--- config.mk ---
export PLATFORM = sky130hd
export DESIGN_NAME = data_sram_bridge
export DESIGN_NICKNAME = d
export VERILOG_FILES = /design/src/rtl/data_sram_bridge.sv
export SDC_FILE = /design/constraint.sdc
export NUM_CORES = 1
export LEC_CHECK = 0
export ABC_AREA = 0
export CAP_MARGIN = 20
export CORE_ASPECT_RATIO = 0.9
export CORE_UTILIZATION = 37
export CTS_BUF_LIST = sky130_fd_sc_hd__clkbuf_4
export CTS_CLUSTER_DIAMETER = 50
export DETAILED_ROUTE_END_ITERATION = 10
export GPL_TIMING_DRIVEN = 0
export HOLD_SLACK_MARGIN = 0.1
export PLACE_DENSITY = 0.78
export SLEW_MARGIN = 20
export SYNTH_ARGS = -nofsm -noshare
export SYNTH_HDL_FRONTEND = slang
export SYNTH_SLANG_ARGS = --single-unit
export TNS_END_PERCENT = 10
--- constraint.sdc ---
create_clock -name clk -period 3.1 [get_ports clk]
set_clock_uncertainty 0.15 [all_clocks]
set_input_delay 0.31 -clock clk [delete_from_list [all_inputs] [get_ports clk]]
set_output_delay 0.31 -clock clk [all_outputs]
set_load 0.05 [all_outputs]
--- src/rtl/data_sram_bridge.sv ---
// Core memory-stage data port to split-handshake SRAM bus bridge; one access in flight, stalls core until done.
// Optional misaligned-access suppression: define DATA_BRIDGE_ALIGN_CHECK_EN.
module data_sram_bridge #(
  parameter int ADDR_W = 32,
  parameter int DATA_W = 32
) (
  input  logic                clk,
  input  logic                rst,
  input  logic                cpu_en,
  input  logic                cpu_wr,
  input  logic [1:0]          cpu_size,
  input  logic [DATA_W/8-1:0] cpu_sel,
  input  logic [ADDR_W-1:0]   cpu_addr,
  input  logic [DATA_W-1:0]   cpu_wdata,
  input  logic                cpu_longstall,
  output logic [DATA_W-1:0]   cpu_rdata,
  output logic                cpu_stall,
  output logic                cpu_addr_err,
  output logic                bus_req,
  output logic                bus_wr,
  output logic [1:0]          bus_size,
  output logic [DATA_W/8-1:0] bus_wstrb,
  output logic [ADDR_W-1:0]   bus_addr,
  output logic [DATA_W-1:0]   bus_wdata,
  input  logic                bus_addr_ok,
  input  logic                bus_data_ok,
  input  logic [DATA_W-1:0]   bus_rdata
);

  localparam int STRB_W = DATA_W / 8;

  typedef enum logic [1:0] {IDLE, REQ, WAIT, DONE} state_t;

  state_t              r_state;
  state_t              w_next;
  logic                r_wr;
  logic [1:0]          r_size;
  logic [STRB_W-1:0]   r_wstrb;
  logic [ADDR_W-1:0]   r_addr;
  logic [DATA_W-1:0]   r_wdata;
  logic [DATA_W-1:0]   r_rdata;
  logic                w_misalign;
  logic                w_suppress;
  logic                w_start;
  logic                w_resp;

  always_comb begin
`ifdef DATA_BRIDGE_ALIGN_CHECK_EN
    w_misalign = ((cpu_size == 2'd1) & cpu_addr[0]) |
                 ((cpu_size >= 2'd2) & (cpu_addr[1:0] != 2'b00));
`else
    w_misalign = 1'b0;
`endif
  end

  assign w_suppress = cpu_en & w_misalign & (r_state == IDLE);
  assign w_start    = cpu_en & ~w_misalign & (r_state == IDLE);
  // data_ok only counts once the request has been accepted
  assign w_resp     = bus_data_ok & (((r_state == REQ) & bus_addr_ok) | (r_state == WAIT));

  always_ff @(posedge clk or posedge rst) begin
    if (rst) r_state <= IDLE;
    else     r_state <= w_next;
  end

  always_comb begin
    w_next = r_state;
    unique case (r_state)
      IDLE: if (w_start) w_next = REQ;
      REQ:  if (bus_addr_ok) w_next = bus_data_ok ? DONE : WAIT;
      WAIT: if (bus_data_ok) w_next = DONE;
      DONE: if (!cpu_longstall) w_next = IDLE;
      default: w_next = IDLE;
    endcase
  end

  always_comb begin
    bus_req      = (r_state == REQ);
    cpu_stall    = ~rst & cpu_en & ~w_suppress & (r_state != DONE);
    cpu_addr_err = ~rst & w_suppress;
  end

  always_ff @(posedge clk or posedge rst) begin
    if (rst) begin
      r_wr    <= 1'b0;
      r_size  <= 2'd0;
      r_wstrb <= '0;
      r_addr  <= '0;
      r_wdata <= '0;
      r_rdata <= '0;
    end else begin
      if (w_start) begin
        r_wr    <= cpu_wr;
        r_size  <= (cpu_size == 2'd3) ? 2'd2 : cpu_size;
        r_wstrb <= cpu_wr ? cpu_sel : '0;
        r_addr  <= cpu_addr;
        r_wdata <= cpu_wdata;
      end
      if (w_resp && !r_wr) r_rdata <= bus_rdata;
    end
  end

  assign bus_wr    = r_wr;
  assign bus_size  = r_size;
  assign bus_wstrb = r_wstrb;
  assign bus_addr  = r_addr;
  assign bus_wdata = r_wdata;
  assign cpu_rdata = r_rdata;

endmodule

* Word-level counts from Yosys, hierarchy flattened *
Index checks and enable logic that the tools add are counted.

storage, ports and cells
  logic and storage cells = 35
  output and inout bits = 106
  flip-flop bits (word level) = 105
  bits of input ports = 109

cells by class
  equal/unequal tests = 9
  bitwise gates (word level) = 7
  muxes and demuxes = 8
  reductions and logical operators = 4

operators by type and width
  operator            number
  $mux 2              5
  $ne 2x2->1 const B  4
  $pmux 2 s4          1
  $eq 2x2->1 const B  3
  $and 1x1->1         5
  $mux 4              1
  $reduce_and 4->1    1
  $eq 2x1->1 const B  1
  $logic_not 2->1     1
  $ne 2x1->1 const B  1
  $logic_and 1x1->1   1
  $logic_not 1->1     1
  $mux 1              1
  $not 1->1           1
  $or 1x1->1          1

* Depth between registers and ports, before layout *
Gate-level depths: netlist of run 1.

  word-level depth = 5
  mapped depth = 7

* Least setup slack after synthesis of run 1 *
Ideal clock, no wire load.

  path type = reg-to-output
  start = reg r_state[0]
  end = out cpu_stall
  data arrival time = 1.782 ns
  setup slack = 0.858 ns
  cell stages (with the launch flop) = 3
  path buffers = 0
  data required time = 2.640 ns
  cells stage by stage = dfrtp_1 -> ha_1 -> nor3b_1

on the way
  word-level cells in the longest chain between the ends = 2

ends and longest elaborated chain
  what                      RTL line  RTL
  start: declaration        34        state_t r_state;
  start signal: assignment  63        else r_state <= w_next;
  $ne 2x2->1                79        cpu_stall = ~rst & cpu_en & ~w_suppress & (r_state != DONE);
  $and 1x1->1               79
  end: declaration          17        output logic cpu_stall,

No other way between the ends.

* Worst setup path in the final report of run 1 *
Ends and elaborated chain as after synthesis.

==> results_dict.tcl, run 1 <==
set metrics [dict create \
    drt-total-wl_mm 9.98 \
    clock_sinks 105 \
    syn_nets 369 \
    worstPathArrival_ps 2130 \
    relSlewSlack 0.611 \
    netlist_area_um2 4200 \
    postSynthCellCount 254 \
    htreeDepth 3 \
    areaGrowthSynthToFinish_pct 60.2 \
    yosys_warnings 0 \
    num_io_pins 215 \
    grt_overflow 0 \
    hold_viol 0 \
    cts_resized 0 \
    critPathCaptureType "primary output" \
    final.period_utilization 0.837 \
    die_area_um2 11800 \
    ys.flop_type "dfrtp_1" \
    cts_root_buffer "clkbuf_4" \
    crit_fanout 5 \
    critical_path_required_ps 2640 \
    cts.clk_slew.worst_paths_ps 150 \
    finalSetupViolCount 0 \
    ff2ff_setup_slack_ps 1050 \
    synth.most_common_cell "dfrtp_1" \
    grt_max_degree 36 \
    fill_cells 890 \
    async_reset_ff_frac 1.00 \
    vias_per_cell 4.47 \
    power.density_nw_per_um2 1270 \
    period_needed_ps 2590 \
    grtUsageTotal 0.174 \
    rsz0062_at_grt "false" \
    fp.dieW_um 114 \
    cts_tree "yes" \
    dr.pass1.iters 4 \
    finalPower_uw 8520 \
    dpl.hpwl_mm 7.90 \
    io_buffers 213 \
    first_global_vias 3070 \
    gp_congestion 0.725 \
    final_util 0.615 \
    reg2reg_depth 6 \
    timing.fmax_ghz 0.385 \
    rr_endpoint "bus_addr[7]" \
    core_area_um2 10900 \
    yosysUniqueCellTypes 19 \
    synth_common_cells "105 x dfrtp_1, 69 x mux2_2, 30 x mux2_4, 11 x nand2_1" \
    syn_avg_cell_area_um2 16.5 \
    synth_edf_count 0 \
    synth_area_leader_cell "dfrtp_1" \
    hold_class "input port to async pin" \
    num_antenna_cells 0 \
    ys_seq_elements 105 \
    post_route_cells_drive_above_1_share 0.270 \
    die_h_um 103 \
    crit_path_top_delay_cell "clkdlybuf4s50_1" \
    slowest_delay_ps 830 \
    drt-wirelength-per-cell_um 15.6 \
    nNetsFinal 596 \
    grt_pass1_wl_mm 15.7 \
    clk_latency_ps 420 \
    cp.depth 3 \
    ant_nets 0 \
    crit_path_start "r_state[0]" \
    start_util 0.384 \
    critPathKind "register to primary output" \
    antenna_found_initial 0 \
    vias 2850 \
    cap_violations 0 \
    status "finished, final reports clean" \
    cts_hold_buf 0 \
    fin_tns_setup_ps 0 \
    cp_num_buf_inv 1 \
    slew_viol_final 0 \
    drc_errors 0 \
    drt-initial-drc-count 69 \
    cp-endpoint "cpu_stall" \
    cp_cell_sequence "ha_1, nor3b_1, clkdlybuf4s50_1" \
    reg2reg_from "r_state[0]" \
    ys_seq_area_frac 0.626 \
    path_delay_family "buffers and inverters" \
    start_kind "register" \
    rows 36 \
    p_leak_uw 0.00285 \
    cts_inserted_buffers 9 \
    worst_slew_pin_slew_ps 582 \
    ir_drop_mv 0.671 \
    synth_top_area_frac 0.626 \
    cts_max_path_buffers 2 \
    synthTopCellsByArea "dfrtp_1 63%, mux2_2 18%, mux2_4 11%" \
    post_cts_buffers 0 \
]
[state kept, by name, summed over array words and instances (netlist names)]
signal and flops:
bus_wr 1, r_state 2, bus_size 2, bus_wdata 32, bus_addr 32, bus_wstrb 4, cpu_rdata 32
[cells by family (layout without fill, tap and decap cells)]
| group | after synthesis | after routing | synth area share |
|---|---|---|---|
| adders and majority gates | 6 | 6 | 0.0179 |
| other | 1 | 1 | 0.000893 |
| and+or+nand+nor | 18 | 18 | 0.0229 |
| DFF | 105 | 105 | 0.626 |
| AOI/OAI and AO/OA | 9 | 9 | 0.0131 |
| buffers and inverters | 16 | 248 | 0.0274 |
| muxes | 99 | 99 | 0.292 |
[where the power goes]
group	internal, uW	leakage [uW]	switching, uW
clock network	251	0.0000715	418
registers	2060	0.00125	371
logic	2140	0.00153	3280
[metal layers]
metal / vias to the layer above / routed length [um] / track usage
met4: 0 / 93 / 0.0480
met1: 1386 / 3940 / 0.199
li1: 1333 / - / -
met2: 121 / 5170 / 0.313
met3: 10 / 763 / 0.0600
met5: - / 0 / 0
[stage by stage]
step	instances	hold slack [ps]	worst slack [ps]	instance area, um^2
floorplan	254	296	858	4200
global placement	619	321	345	6530
detailed placement	622	327	785	6590
CTS	638	125	458	6730
global route	638	157	353	6730
finish	638	153	506	6730
[worst register-to-register path, cell delays in order, from the launching register on]
cell	delay, ps
dfrtp_1	450
inv_1	120
ha_1	230
nand2_1	170
buf_2	310
buf_6	200
mux2_2	340
[cells in the final DEF (no fill, tap or decap), types with 2 or more instances in the layout]
cell             count
clkdlybuf4s50_1    213
dfrtp_1            105
mux2_2              69
mux2_4              30
nand2_1             11
clkbuf_4            10
buf_6                6
o21ai_0              6
ha_1                 6
buf_2                5
nand2b_1             3
inv_1                3
clkinvlp_4           2
clkinv_1             2
buf_12               2
[how the worst min path moves through the flow]
stage,to,from,depth (start not counted)
5_1_grt,bus_wstrb[0],rst,2
3_5_place_dp,bus_size[0],bus_size[0],2
2_1_floorplan,bus_wstrb[0],cpu_wr,2
6_report,bus_wstrb[0],rst,2
3_3_place_gp,bus_size[0],bus_size[0],2
4_1_cts,bus_wstrb[0],rst,2
[final cells by class]
class	instances	area [um^2]	share of cell area
plain buffers	12	100	0.0149
clock buffers	10	75.1	0.0112
clock inverters	6	58.8	0.00874
inverters	4	18.8	0.00279
multi-input cells	133	1460	0.217
flip-flops and latches	105	2630	0.391
well taps	152	190	0.0283
repair buffers	216	2200	0.327
No activity file was read; power rests on OpenSTA's default activity.
==> run 2, diff against run 1 <==
- CORE_UTILIZATION: 37 -> 41
- PLACE_DENSITY: 0.78 -> 0.82
- clock period: 3.1 -> 2.4 ns (I/O delays scaled with it)
==> run 2 against run 1 <==
Routed wire length fell by 0.35%. Via count rose by 1.3%. Final area fell by 0.33%. First-iteration DRC count fell by 33%. Combinational power rose by 29%. Die area fell by 9.6%. Critical path depth did not move. Sequential share of layout area rose by 0.13 points. Critical endpoint unchanged. Largest cell class unchanged. Highest routed layer unchanged.
==> results_dict.tcl, run 2 (synthesized netlist as in run 1, its figures left out) <==
set metrics [dict create \
    status "finished, final reports clean" \
    start_kind "register" \
    drt-total-wl_mm 9.94 \
    relSlewSlack 0.631 \
    crit_fanout 5 \
    power.density_nw_per_um2 1650 \
    critical_path_required_ps 2010 \
    areaGrowthSynthToFinish_pct 59.6 \
    grt_overflow 0 \
    start_util 0.427 \
    grtUsageTotal 0.195 \
    hold_viol 0 \
    cts_max_path_buffers 2 \
    ff2ff_setup_slack_ps 360 \
    critPathCaptureType "primary output" \
    grt_pass1_wl_mm 16.0 \
    worst_slew_pin_slew_ps 552 \
    hold_depth 3 \
    regArea_um2 2630 \
    reg2reg_depth 6 \
    io_buffers 213 \
    cts_tree "yes" \
    drt-initial-drc-count 46 \
    min_to "bus_wstrb[0]" \
    rows 34 \
    hold_class "input port to register" \
    fill_cells 755 \
    finalPower_uw 11000 \
    vias 2887 \
    drc_errors 0 \
    p_leak_uw 0.00286 \
    finalSetupViolCount 0 \
    gp_congestion 0.755 \
    place_area_um2 6550 \
    final.period_utilization 0.935 \
    fin_tns_setup_ps 0 \
    reg2reg_from "r_state[0]" \
    dpl.hpwl_mm 7.77 \
    grt_max_degree 36 \
    rr_endpoint "bus_wdata[25]" \
    worstPathArrival_ps 1850 \
    vias_per_cell 4.71 \
    cts_inserted_buffers 9 \
    timing.hold.ws_ps 210 \
    finalInstanceArea_um2 6710 \
    timing.fmax_ghz 0.446 \
    die_h_um 98.0 \
    period_needed_ps 2240 \
    htreeDepth 3 \
    cap_violations 0 \
    antenna_found_initial 0 \
    first_global_vias 3231 \
    cts.clk_slew.worst_paths_ps 140 \
    final_cell_mix "211 x clkdlybuf4s50_1, 105 x dfrtp_1, 69 x mux2_2" \
    num_io_pins 215 \
    nNetsFinal 597 \
    hp-start "cpu_sel[0]" \
    post_route_cells_drive_above_1_share 0.273 \
    final_util 0.682 \
    fp.dieW_um 109 \
    die_area_um2 10700 \
    rsz0062_at_grt "false" \
    clk_latency_ps 410 \
    core_area_um2 9830 \
    critPathKind "register to primary output" \
    ant_nets 0 \
    final_common_cell "clkdlybuf4s50_1" \
    drt-wirelength-per-cell_um 16.2 \
    multi_input_area_um2 1460 \
    cts_root_buffer "clkbuf_4" \
    ir_drop_mv 1.04 \
    num_antenna_cells 0 \
    slew_viol_final 0 \
    dr.pass1.iters 4 \
    clock_sinks 105 \
]
## run 2: worst max-delay path, cell delays in order (launching register included)
cell	delay, ps
dfrtp_1	460
ha_1	230
nor3b_1	180
dlygate4sd2_1	570
## run 2: how the worst max path moves through the flow
stage	startpoint	end	slack [ps]	cells after the start
2_1_floorplan	r_state[0]	cpu_stall	230	2
3_3_place_gp	rst	bus_wdata[15]	-290	2
3_5_place_dp	cpu_en	cpu_stall	230	3
4_1_cts	r_state[0]	cpu_stall	110	3
5_1_grt	r_state[0]	cpu_stall	20	3
6_report	r_state[0]	cpu_stall	160	3
## run 2: cell type report
type / instances / area share
Tap cell: 126 / 0.0235
Clock inverter: 4 / 0.00802
Clock buffer: 12 / 0.0134
Multi-Input combinational cell: 133 / 0.217
Inverter: 4 / 0.00280
Sequential cell: 105 / 0.392
Buffer: 12 / 0.0149
Timing Repair Buffer: 217 / 0.328
## run 2: timing repair
action                                  4_1_cts  5_1_grt
endpoints found under the hold margin        11        0
buffers inserted                              0        0
resized for setup                             2        0
endpoints found under the setup margin        2        0
hold buffers                                  1        0
## run 2: metrics by stage
stage	cells	worst slack, ps
3_5_place_dp	596	235
3_3_place_gp	593	-288
4_1_cts	613	111
2_1_floorplan	254	228
6_report	613	156
5_1_grt	613	18.8
## run 2: report_power, final
| part | internal, uW | switching [uW] | leakage, uW |
|---|---|---|---|
| sequential | 2660 | 477 | 0.00125 |
| clock | 356 | 542 | 0.0000738 |
| combinational | 2760 | 4240 | 0.00154 |
## run 2: per-layer routing
metal	GRT usage	part of all wire
met3	0.0788	0.098
met4	0.0405	0.0079
met5	0	0
met1	0.211	0.38
met2	0.355	0.51
